<file path="src/rtl/gpio_pkg.sv">
// Shared register map and bus helpers for the GPIO interrupt peripheral.
// Offset 0x2C (DEBOUNCE) is decoded only in builds that define GPIO_DEBOUNCE_EN.
package gpio_pkg;

  localparam logic [11:0] OFF_OE       = 12'h000;
  localparam logic [11:0] OFF_OUT      = 12'h004;
  localparam logic [11:0] OFF_OUT_SET  = 12'h008;
  localparam logic [11:0] OFF_OUT_CLR  = 12'h00C;
  localparam logic [11:0] OFF_OUT_TGL  = 12'h010;
  localparam logic [11:0] OFF_IN       = 12'h014;
  localparam logic [11:0] OFF_IRQ_EN   = 12'h018;
  localparam logic [11:0] OFF_IRQ_EDGE = 12'h01C;
  localparam logic [11:0] OFF_IRQ_POL  = 12'h020;
  localparam logic [11:0] OFF_IRQ_BOTH = 12'h024;
  localparam logic [11:0] OFF_IRQ_STAT = 12'h028;
  localparam logic [11:0] OFF_DEBOUNCE = 12'h02C;

  localparam logic [31:0] UNMAPPED_READ = 32'hFFFF_FFFF;

  function automatic logic [31:0] lane_mask(input logic [3:0] be);
    return {{8{be[3]}}, {8{be[2]}}, {8{be[1]}}, {8{be[0]}}};
  endfunction

endpackage

</file>
<file path="src/rtl/gpio_pin_filter.sv">
// Per-pin input conditioning: 2-flop synchroniser, optional debounce, and a one-cycle delay for edge detection.
// The debounce stage exists only when GPIO_DEBOUNCE_EN is defined; otherwise the filtered value is the synchronised input.
module gpio_pin_filter
  import gpio_pkg::*;
#(
  parameter int IO_COUNT   = 16,
  parameter int DEBOUNCE_W = 8
) (
  input  logic                  clk,
  input  logic                  rst,
  input  logic [IO_COUNT-1:0]   pin_in,
  input  logic [DEBOUNCE_W-1:0] debounce,
  output logic [IO_COUNT-1:0]   filt,
  output logic [IO_COUNT-1:0]   rise,
  output logic [IO_COUNT-1:0]   fall
);

  logic [IO_COUNT-1:0] in_m_q, in_s_q, in_d_q;

  always_ff @(posedge clk) begin
    if (rst) begin
      in_m_q <= '0;
      in_s_q <= '0;
      in_d_q <= '0;
    end else begin
      in_m_q <= pin_in;
      in_s_q <= in_m_q;
      in_d_q <= filt;
    end
  end

`ifdef GPIO_DEBOUNCE_EN
  logic [IO_COUNT-1:0]   flt_q, flt_d;
  logic [DEBOUNCE_W-1:0] cnt_q [IO_COUNT];
  logic [DEBOUNCE_W-1:0] cnt_d [IO_COUNT];

  // Counter tracks consecutive cycles of disagreement; any agreement restarts it.
  always_comb begin
    flt_d = flt_q;
    for (int i = 0; i < IO_COUNT; i++) begin
      cnt_d[i] = '0;
      if (in_s_q[i] != flt_q[i]) begin
        if (cnt_q[i] == debounce) flt_d[i] = in_s_q[i];
        else                      cnt_d[i] = cnt_q[i] + 1'b1;
      end
    end
  end

  always_ff @(posedge clk) begin
    if (rst) begin
      flt_q <= '0;
      for (int i = 0; i < IO_COUNT; i++) cnt_q[i] <= '0;
    end else begin
      flt_q <= flt_d;
      cnt_q <= cnt_d;
    end
  end

  assign filt = flt_q;
`else
  logic unused_debounce;
  assign unused_debounce = ^debounce;
  assign filt = in_s_q;
`endif

  assign rise = filt & ~in_d_q;
  assign fall = ~filt & in_d_q;

endmodule

</file>
<file path="src/rtl/gpio_irq_device.sv">
// GPIO peripheral: direction/output registers with atomic set/clear/toggle, per-pin level/edge interrupts, W1C status.
// Build option GPIO_DEBOUNCE_EN adds a DEBOUNCE register at 0x2C and a debounce stage ahead of the interrupt logic.
module gpio_irq_device
  import gpio_pkg::*;
#(
  parameter logic [3:0]          ID         = 4'h0,
  parameter int                  IO_COUNT   = 16,
  parameter logic [IO_COUNT-1:0] OE_RESET   = {IO_COUNT{1'b0}},
  parameter int                  DEBOUNCE_W = 8
) (
  input  logic                clk,
  input  logic                rst,
  input  logic                peripheralEnable,
  input  logic                peripheralBus_we,
  input  logic                peripheralBus_oe,
  output logic                peripheralBus_busy,
  input  logic [15:0]         peripheralBus_address,
  input  logic [3:0]          peripheralBus_byteSelect,
  output logic [31:0]         peripheralBus_dataRead,
  input  logic [31:0]         peripheralBus_dataWrite,
  output logic                requestOutput,
  input  logic [IO_COUNT-1:0] gpio_input,
  output logic [IO_COUNT-1:0] gpio_output,
  output logic [IO_COUNT-1:0] gpio_oe,
  output logic                gpio_irq
);

  logic [IO_COUNT-1:0] oe_q, oe_d, out_q, out_d, en_q, en_d;
  logic [IO_COUNT-1:0] irq_edge_q, irq_edge_d, pol_q, pol_d, both_q, both_d;
  logic [IO_COUNT-1:0] stat_q, stat_d, w1c, ev;
  logic [IO_COUNT-1:0] filt, rise, fall, wm, wv;
  logic                irq_q, irq_d;
  logic [DEBOUNCE_W-1:0] deb_val;
  logic                sel, wr, mapped;
  logic [11:0]         offset;
  logic [31:0]         mask32, wbits32, rd;

  assign sel     = peripheralEnable && (peripheralBus_address[15:12] == ID);
  assign wr      = sel && peripheralBus_we;
  assign offset  = {peripheralBus_address[11:2], 2'b00};
  assign mask32  = lane_mask(peripheralBus_byteSelect);
  assign wbits32 = peripheralBus_dataWrite & mask32;
  assign wm      = mask32[IO_COUNT-1:0];
  assign wv      = wbits32[IO_COUNT-1:0];

  logic unused_ok;
  assign unused_ok = ^{peripheralBus_address[1:0], wbits32, mask32};

`ifdef GPIO_DEBOUNCE_EN
  logic [DEBOUNCE_W-1:0] deb_q, deb_d;
  assign deb_val = deb_q;
`else
  assign deb_val = '0;
`endif

  gpio_pin_filter #(
    .IO_COUNT   (IO_COUNT),
    .DEBOUNCE_W (DEBOUNCE_W)
  ) u_filter (
    .clk      (clk),
    .rst      (rst),
    .pin_in   (gpio_input),
    .debounce (deb_val),
    .filt     (filt),
    .rise     (rise),
    .fall     (fall)
  );

  // Edge mode fires on any change when BOTH is set, otherwise only on the change landing at POL.
  assign ev = (~irq_edge_q & ~(filt ^ pol_q))
            | (irq_edge_q & (rise | fall) & (both_q | ~(filt ^ pol_q)));

  always_comb begin
    oe_d       = oe_q;
    out_d      = out_q;
    en_d       = en_q;
    irq_edge_d = irq_edge_q;
    pol_d      = pol_q;
    both_d     = both_q;
    w1c        = '0;
`ifdef GPIO_DEBOUNCE_EN
    deb_d      = deb_q;
`endif
    if (wr) begin
      case (offset)
        OFF_OE:       oe_d       = (oe_q & ~wm) | wv;
        OFF_OUT:      out_d      = (out_q & ~wm) | wv;
        OFF_OUT_SET:  out_d      = out_q | wv;
        OFF_OUT_CLR:  out_d      = out_q & ~wv;
        OFF_OUT_TGL:  out_d      = out_q ^ wv;
        OFF_IRQ_EN:   en_d       = (en_q & ~wm) | wv;
        OFF_IRQ_EDGE: irq_edge_d = (irq_edge_q & ~wm) | wv;
        OFF_IRQ_POL:  pol_d      = (pol_q & ~wm) | wv;
        OFF_IRQ_BOTH: both_d     = (both_q & ~wm) | wv;
        OFF_IRQ_STAT: w1c        = wv;
`ifdef GPIO_DEBOUNCE_EN
        OFF_DEBOUNCE: deb_d      = (deb_q & ~mask32[DEBOUNCE_W-1:0]) | wbits32[DEBOUNCE_W-1:0];
`endif
        default: ;
      endcase
    end
    // A new event in the same cycle as a W1C keeps the bit set.
    stat_d = (stat_q & ~w1c) | (ev & en_q);
    irq_d  = |(stat_q & en_q);
  end

  always_ff @(posedge clk) begin
    if (rst) begin
      oe_q       <= OE_RESET;
      out_q      <= '0;
      en_q       <= '0;
      irq_edge_q <= '0;
      pol_q      <= '0;
      both_q     <= '0;
      stat_q     <= '0;
      irq_q      <= 1'b0;
`ifdef GPIO_DEBOUNCE_EN
      deb_q      <= '0;
`endif
    end else begin
      oe_q       <= oe_d;
      out_q      <= out_d;
      en_q       <= en_d;
      irq_edge_q <= irq_edge_d;
      pol_q      <= pol_d;
      both_q     <= both_d;
      stat_q     <= stat_d;
      irq_q      <= irq_d;
`ifdef GPIO_DEBOUNCE_EN
      deb_q      <= deb_d;
`endif
    end
  end

  always_comb begin
    rd     = '0;
    mapped = 1'b1;
    case (offset)
      OFF_OE:       rd[IO_COUNT-1:0] = oe_q;
      OFF_OUT, OFF_OUT_SET, OFF_OUT_CLR, OFF_OUT_TGL:
                    rd[IO_COUNT-1:0] = out_q;
      OFF_IN:       rd[IO_COUNT-1:0] = filt;
      OFF_IRQ_EN:   rd[IO_COUNT-1:0] = en_q;
      OFF_IRQ_EDGE: rd[IO_COUNT-1:0] = irq_edge_q;
      OFF_IRQ_POL:  rd[IO_COUNT-1:0] = pol_q;
      OFF_IRQ_BOTH: rd[IO_COUNT-1:0] = both_q;
      OFF_IRQ_STAT: rd[IO_COUNT-1:0] = stat_q;
`ifdef GPIO_DEBOUNCE_EN
      OFF_DEBOUNCE: rd[DEBOUNCE_W-1:0] = deb_q;
`endif
      default:      mapped = 1'b0;
    endcase
  end

  assign requestOutput          = sel && peripheralBus_oe && mapped;
  assign peripheralBus_dataRead = requestOutput ? rd : UNMAPPED_READ;
  assign peripheralBus_busy     = 1'b0;
  assign gpio_output            = out_q;
  assign gpio_oe                = oe_q;
  assign gpio_irq               = irq_q;

endmodule

</file>
<file path="config.mk">
export PLATFORM = sky130hd
export DESIGN_NAME = gpio_irq_device
export DESIGN_NICKNAME = d
export VERILOG_FILES = /design/src/rtl/gpio_pkg.sv /design/src/rtl/gpio_pin_filter.sv /design/src/rtl/gpio_irq_device.sv
export SDC_FILE = /design/constraint.sdc
export NUM_CORES = 1
export LEC_CHECK = 0
export CORE_MARGIN = 8
export CORE_UTILIZATION = 53
export CTS_BUF_LIST = sky130_fd_sc_hd__clkbuf_16
export CTS_CLUSTER_DIAMETER = 80
export DETAILED_ROUTE_END_ITERATION = 6
export HOLD_SLACK_MARGIN = 0.08
export PLACE_DENSITY = 0.8
export SETUP_SLACK_MARGIN = 0.1
export SLEW_MARGIN = 25
export SYNTH_ARGS = -nofsm -noshare
export SYNTH_HDL_FRONTEND = slang
export SYNTH_SLANG_ARGS = --single-unit
export TNS_END_PERCENT = 5
</file>
<file path="constraint.sdc">
create_clock -name clk -period 3.6 [get_ports clk]
set_input_delay 0.72 -clock clk [delete_from_list [all_inputs] [get_ports clk]]
set_output_delay 0.72 -clock clk [all_outputs]
set_load 0.01 [all_outputs]
</file>
==> results of run 1 <==
through the flow:
step / instance area (sq um) / setup TNS [ps] / std cells / total power (W)
floorplan: 8040 / 0 / 925 / 0.00199
global placement: 9770 / -5720 / 1232 / 0.00215
detailed placement: 9770 / -5880 / 1232 / 0.00215
CTS: 10500 / 0 / 1281 / 0.00403
global route: 10600 / 0 / 1285 / 0.00415
finish: 10600 / 0 / 1285 / 0.00402
cell families (layout without fill, tap and decap cells):
kind of cell	count (synthesis)	after routing
buffers and inverters	80	252
AO/OA/AOI/OAI	253	253
multiplexers	85	85
XOR/XNOR	32	32
AND/OR/NAND/NOR	297	297
adder cells (fa/ha/maj)	16	16
other	1	1
flip-flops	161	161
what timing repair did:
action / in CTS / in global routing
pin swaps: 12 / 4
buffers inserted: 16 / 4
cloned: 1 / 0
hold buffers: 0 / 0
gates resized for setup: 71 / 26
setup endpoints to repair: 33 / 105
worst min-delay path by stage:
stage | start | end | slack [ps] | cells after the start
2_1_floorplan | u_filter.in_m_q[0] | u_filter.filt[0] | 410 | 1
3_3_place_gp | u_filter.in_m_q[6] | u_filter.filt[6] | 420 | 1
3_5_place_dp | u_filter.in_m_q[11] | u_filter.filt[11] | 420 | 1
4_1_cts | u_filter.in_m_q[3] | u_filter.filt[3] | 440 | 1
5_1_grt | u_filter.in_m_q[1] | u_filter.filt[1] | 450 | 1
6_report | u_filter.in_m_q[3] | u_filter.filt[3] | 430 | 1
layout by cell type, fill, tap and decap left out, types with 14 or more instances in the layout:
| master | n |
|---|---|
| ha_1 | 16 |
| mux2i_1 | 84 |
| xnor2_1 | 24 |
| nand2_1 | 114 |
| clkdlybuf4s50_1 | 85 |
| dfxtp_1 | 161 |
| a21oi_1 | 72 |
| clkbuf_16 | 17 |
| nor2_1 | 85 |
| a21o_1 | 18 |
| o21bai_1 | 16 |
| o2bb2ai_1 | 16 |
| a31oi_1 | 17 |
| o21ai_0 | 49 |
| nor2b_1 | 51 |
| a22oi_1 | 30 |
| dlymetal6s2s_1 | 14 |
| buf_4 | 86 |
layer usage:
layer  up-vias  share of wire, %  GRT usage, %
met5         -                 0             0
met4         0               4.2          13.1
met3        85                11          7.47
met2       502                44          40.1
met1      3631                40          33.3
li1       3586                 -             -
area by class of cell:
cell class | count | area (sq um)
sequential | 161 | 3220
inverter | 4 | 15.0
tap | 188 | 235
fill | 1101 | 4400
clock inverter | 15 | 191
multi-input combinational | 684 | 4530
timing repair buffer | 216 | 2020
clock buffer | 17 | 425
critical path, delay by kind of cell:
family	cells	cell delay (ps)
AO/OA/AOI/OAI	4	890
buffers and inverters	3	930
AND/OR/NAND/NOR	1	290
power by group:
part           leakage, nW  switching [W]  internal, W
sequential            1.30      0.0000147      0.00180
combinational         2.66       0.000168     0.000145
clock                0.299       0.000740      0.00115
total                 4.26       0.000923      0.00310
==> metrics.md, run 1 <==
| Metric | Value |
|---|---|
| Outcome | `finished clean` |
| Setup WS pre-CTS | `-353 ps` |
| Port bufs | `~120` |
| Die Ht | `between 100 and 150 um` |
| Fin crit period | `3550 ps` |
| CP peak stage delay | `around 470 ps` |
| FP Rows | `between 40 and 50` |
| Synth top area cells | `dfxtp_1 40%, mux2i_1 11%, nand2_1 5.3%` |
| ANT nets after route | `0` |
| Final hold slack | `approximately 430 ps` |
| EDFF count, synth | `0` |
| Library cells used by synthesis | `50` |
| Worst-Margin Slew | `slightly below 800 ps` |
| First-pass GRT wire length | `between 40000 and 50000 um` |
| Xor/xnor share of the synthesized area | `under 10%` |
| Hold crit path type | `reg2reg` |
| Final hold violations | `0` |
| Startpoint types | `input pin` |
| Post-synthesis cell count | `approximately 930` |
| Final setup viols | `0` |
| Initial antenna violation count | `0` |
| Drt wl/cell | `about 20 um` |
| Die Width | `139 um` |
| YS warnings | `0` |
| Top cell type's share of synthesized area | `40.1%` |
| Type of destination of the critical path | `output port` |
| Max cap viols | `0` |
| Post-synth top flop | `dfxtp_1` |
| Post-synth ARST share | `0%` |
| Max Freq | `281 MHz` |
| Die area | `a little under 20000 sq um` |
| Fraction of the mapped netlist area in compound gates | `a little over a fifth` |
| Starting DRT DRC Count | `roughly 1100` |
| #FFs+latches synth | `around 160` |
| CP required | `2880 ps` |
| Layout area overhead | `32.4%` |
| Clk buf depth | `2` |
| Layout net count | `about 1200` |
| Io pins | `140` |
| Total gr overflow | `0` |
| DRT Pass-1 Iters | `7` |
| Slew HR | `47.1%` |
| Worst R2R End | `gpio_irq` |
| Skew final | `5.21 ps` |
| R2R depth | `4` |
| Remaining DRCs | `0` |
| Syn avg cell area | `roughly 8.7 sq um` |
| Layout cells sized above 1 | `between 15 and 20%` |
| Ant diodes | `0` |
| Placer Congestion | `around 0.94` |
| Unrepaired setup endpoints after global routing | `yes` |
| Syn_nets | `about 1000` |
| Crit path to | `peripheralBus_dataRead[11]` |
| Pin count of the biggest net entering global routing | `between 70 and 80` |
| Via count | `approximately 7800` |
| H-tree levels | `4` |
| Util after Layout | `between 70% and 80%` |
| Worst Slack Setup Final | `47.5 ps` |
| Synth Area in Adders | `2.49%` |
| Simple-gate share of the synthesized area | `17.7%` |
| Worst skew pair latency | `430 ps` |
| Final WL | `25900 um` |
| PD cells | `378 nW/um^2` |
| Core region area | `15000 sq um` |
| Num CTS Buffers | `17` |
| Vias in the first global route | `7584` |
| Initial core utilization | `53.4%` |
| Critical path class | `in2out` |
| All-Layer GR Usage | `a little over a quarter` |
| Root buf cell | `clkbuf_16` |
| Clock-pin slew on the worst setup and hold paths | `approximately 60 ps` |
| Post-synthesis sequential area ratio | `about 40%` |
| Reg-to-reg slack, setup | `between 2000 and 2500 ps` |
| Critical path, cell by cell | `clkdlybuf4s50_1, a211oi_1, and4_1, o311ai_4, buf_6, a221o_1, a21o_1, dlygate4sd2_1` |
| Largest family of logic cells by synthesized area | `compound AO/OA/AOI/OAI gates` |
| Origin of the critical flop-to-flop path | `stat_q[8]` |
| Lkg Pwr | `approximately 4.3 nW` |
| CTS Sinks | `between 150 and 200` |
| Most instantiated cells after synthesis | `161 x dfxtp_1, 114 x nand2_1, 85 x mux2i_1, 85 x nor2_1, 77 x a21oi_1` |
| Worst-path maximum fanout | `3` |
| Hpwl dp | `roughly 17000 um` |
| Cell taking the most area after synthesis | `dfxtp_1` |
| Crit. Startpoint | `peripheralBus_address[5]` |
| VDD IR-drop max | `between 0.3 and 0.4 mV` |
| Final period util | `98.7%` |
| Count leader, synth | `dfxtp_1` |
| Post-Syn Area | `about 8000 sq um` |
| Slowest-stage cell, CP | `clkdlybuf4s50_1` |
| Crit path DAT | `between 2000 and 3000 ps` |
| Slew Viols, Final | `0` |
| Post-synthesis mux area share | `10.6%` |
| Drt via density | `about 6.1` |
| CTS tree | `done` |
No activity file was read; power rests on OpenSTA's default activity.
==> run 2: changes to the inputs <==
- TNS_END_PERCENT: 5 -> 10
==> run 2 against run 1 <==
Net effect: cell area rose by 0.12%; clock skew shrank 0.55 ps; sequential cell count stayed put; sequential share of layout area hardly changed; first-iteration DRC count shrank 7.0%; sequential power hardly changed; combinational power about the same; power rose by 0.13%; worst setup slack lost 6.7 ps; via count grew 0.32%; register-to-register slack gained 90 ps; clock power about the same.
==> metrics.md, run 2 (synthesis results as in run 1) <==
| Metric | Value |
|---|---|
| Outcome | `finished clean` |
| Num CTS Buffers | `17 (unchanged)` |
| Final WL | `25900 um (about the same)` |
| Type of destination of the critical path | `output port` |
| Post-Place Cell Area | `9770 sq um (unchanged)` |
| Die Width | `139 um (unchanged)` |
| Crit path DAT | `2840 ps (about the same)` |
| Worst-path maximum fanout | `3 (unchanged)` |
| Via count | `7829 (+0.32%)` |
| Io pins | `140 (unchanged)` |
| PD cells | `378 nW/um^2 (about the same)` |
| Sw power | `0.000928 W (+0.53%)` |
| Final period util | `98.9% (+0.19 points)` |
| Total gr overflow | `0 (unchanged)` |
| Core region area | `15000 sq um (unchanged)` |
| Slew HR | `45.9% (-1.2 points)` |
| All-Layer GR Usage | `26.2% (unchanged)` |
| Seq pwr share | `45.1% (about the same)` |
| Startpoint types | `input pin` |
| Placer Congestion | `0.944 (unchanged)` |
| CP top delay family | `buffers and inverters` |
| Final setup viols | `0 (unchanged)` |
| Layout net count | `1174 (+0.085%)` |
| Reg area | `3220 sq um (unchanged)` |
| Skew final | `4.66 ps (-0.552 ps)` |
| Initial core utilization | `53.4% (unchanged)` |
| Filler cells | `1099 (-0.18%)` |
| CTS Sinks | `161 (unchanged)` |
| Pin count of the biggest net entering global routing | `74 (unchanged)` |
| CP required | `2880 ps (about the same)` |
| Lkg Pwr | `4.27 nW (+0.14%)` |
| Pint | `0.00310 W (about the same)` |
| Critical path, cell by cell | `clkdlybuf4s50_1, a211oi_1, and4_1, o311ai_4, buf_6, a221o_1, a21o_1, dlygate4sd2_1` |
| Layout cells sized above 1 | `15.6% (+0.17 points)` |
| Unrepaired setup endpoints after global routing | `yes` |
| Hpwl dp | `17100 um (unchanged)` |
| Slowest-stage cell, CP | `clkdlybuf4s50_1` |
| Vias in the first global route | `7584 (unchanged)` |
| Fin crit period | `3560 ps (+6.72 ps)` |
| # hold bufs at CTS | `0 (unchanged)` |
| Die area | `19400 sq um (unchanged)` |
| Multi-input logic area | `4540 sq um (+0.11%)` |
| Hold crit path type | `reg2reg` |
| Remaining DRCs | `0 (unchanged)` |
| CTS tree | `done` |
| CP peak stage delay | `470 ps (about the same)` |
| H-tree levels | `4 (unchanged)` |
| Clk buf depth | `2 (unchanged)` |
| ANT nets after route | `0 (unchanged)` |
| Max Freq | `281 MHz (-0.19%)` |
| Worst skew pair latency | `430 ps (about the same)` |
| Most frequent cells in the layout | `161 x dfxtp_1, 114 x nand2_1, 87 x buf_4, 85 x nor2_1, 85 x clkdlybuf4s50_1` |
| Slew Viols, Final | `0 (unchanged)` |
| Combinational Power Share | `7.8% (about the same)` |
| Worst-Margin Slew | `812 ps (+17.7 ps)` |
| Die Ht | `139 um (unchanged)` |
| Layout area overhead | `32.5%` |
| Drt via density | `6.09 (+0.24%)` |
| Final hold violations | `0 (unchanged)` |
| WP buf/inv | `3 (unchanged)` |
| FP Rows | `45 (unchanged)` |
| Util after Layout | `70.8% (+0.083 points)` |
| Critical path class | `in2out` |
| Max cap viols | `0 (unchanged)` |
| Drt wl/cell | `20.2 um (about the same)` |
| Ant diodes | `0 (unchanged)` |
| VDD IR-drop max | `0.317 mV (-0.13%)` |
| Final Instance Area | `10600 sq um (+0.12%)` |
| DRT Pass-1 Iters | `7 (unchanged)` |
| Clock-pin slew on the worst setup and hold paths | `60 ps (about the same)` |
| Sw Share | `23.0% (+0.091 points)` |
| Root buf cell | `clkbuf_16` |
| Starting DRT DRC Count | `982 (-7.0%)` |
| Initial antenna violation count | `0 (unchanged)` |
| Most common cell after layout, fill and taps aside | `dfxtp_1` |
| Clock power share | `47.1% (about the same)` |
| First-pass GRT wire length | `40400 um (unchanged)` |
| Port bufs | `118 (unchanged)` |
-- run 2: power by group through the flow --
stage          clock network [W]  registers [W]  logic [W]
2_1_floorplan                  0        0.00185   0.000139
3_3_place_gp                   0        0.00186   0.000290
3_5_place_dp                   0        0.00186   0.000293
4_1_cts                  0.00191        0.00182   0.000304
5_1_grt                  0.00200        0.00182   0.000330
6_report                 0.00190        0.00182   0.000314
-- run 2: metal layers --
layer | routed length [um] | part of all wire, % | up-vias | GRT usage (%)
li1 | - | - | 3583 | -
met4 | 986 | 3.8 | 0 | 13.1
met1 | 10400 | 40 | 3671 | 33.3
met2 | 11500 | 44 | 501 | 40.1
met3 | 3000 | 12 | 74 | 7.47
met5 | 0 | 0 | - | 0
-- run 2: path summary, 6_finish.rpt --
path         depth (start not counted)                         end  slack, ps                startpoint
max reg2reg                          4                    gpio_irq       2110                 stat_q[8]
min                                  1            u_filter.filt[4]        430        u_filter.in_m_q[4]
max                                  8  peripheralBus_dataRead[11]         40  peripheralBus_address[5]
min reg2reg                          1            u_filter.filt[4]        430        u_filter.in_m_q[4]
-- run 2: stage by stage --
step / total power, W / setup TNS (ps) / setup slack [ps] / std cells / hold slack [ps]
final: 0.00403 / 0 / 40.8 / 1286 / 434
after global placement: 0.00215 / -5720 / -362 / 1232 / 417
after floorplan: 0.00199 / 0 / 356 / 925 / 414
after detailed placement: 0.00215 / -5880 / -353 / 1232 / 422
after CTS: 0.00403 / 0 / 74.7 / 1281 / 435
after global routing: 0.00415 / 0 / 12.9 / 1286 / 450
-- run 2: layout make-up --
type / count / area share, %
inverter: 4 / 0.141
sequential: 161 / 30.3
clock buffer: 17 / 3.99
clock inverter: 15 / 1.80
tap: 188 / 2.21
timing repair buffer: 217 / 19.0
multi-input combinational: 684 / 42.6
-- run 2: repair_timing --
item | CTS | global route
endpoints found under the setup margin | 33 | 105
endpoints found under the hold margin | 0 | 0
buffers inserted | 16 | 5
pin swaps | 12 | 4
gates resized for setup | 71 | 27
gates cloned | 1 | 0
-- run 2: worst register-to-register path, stage by stage, from the launching register on --
cell and delay, ps:
dfxtp_1 350, a22o_1 280, a221oi_1 400, and3_1 240, a31oi_1 100
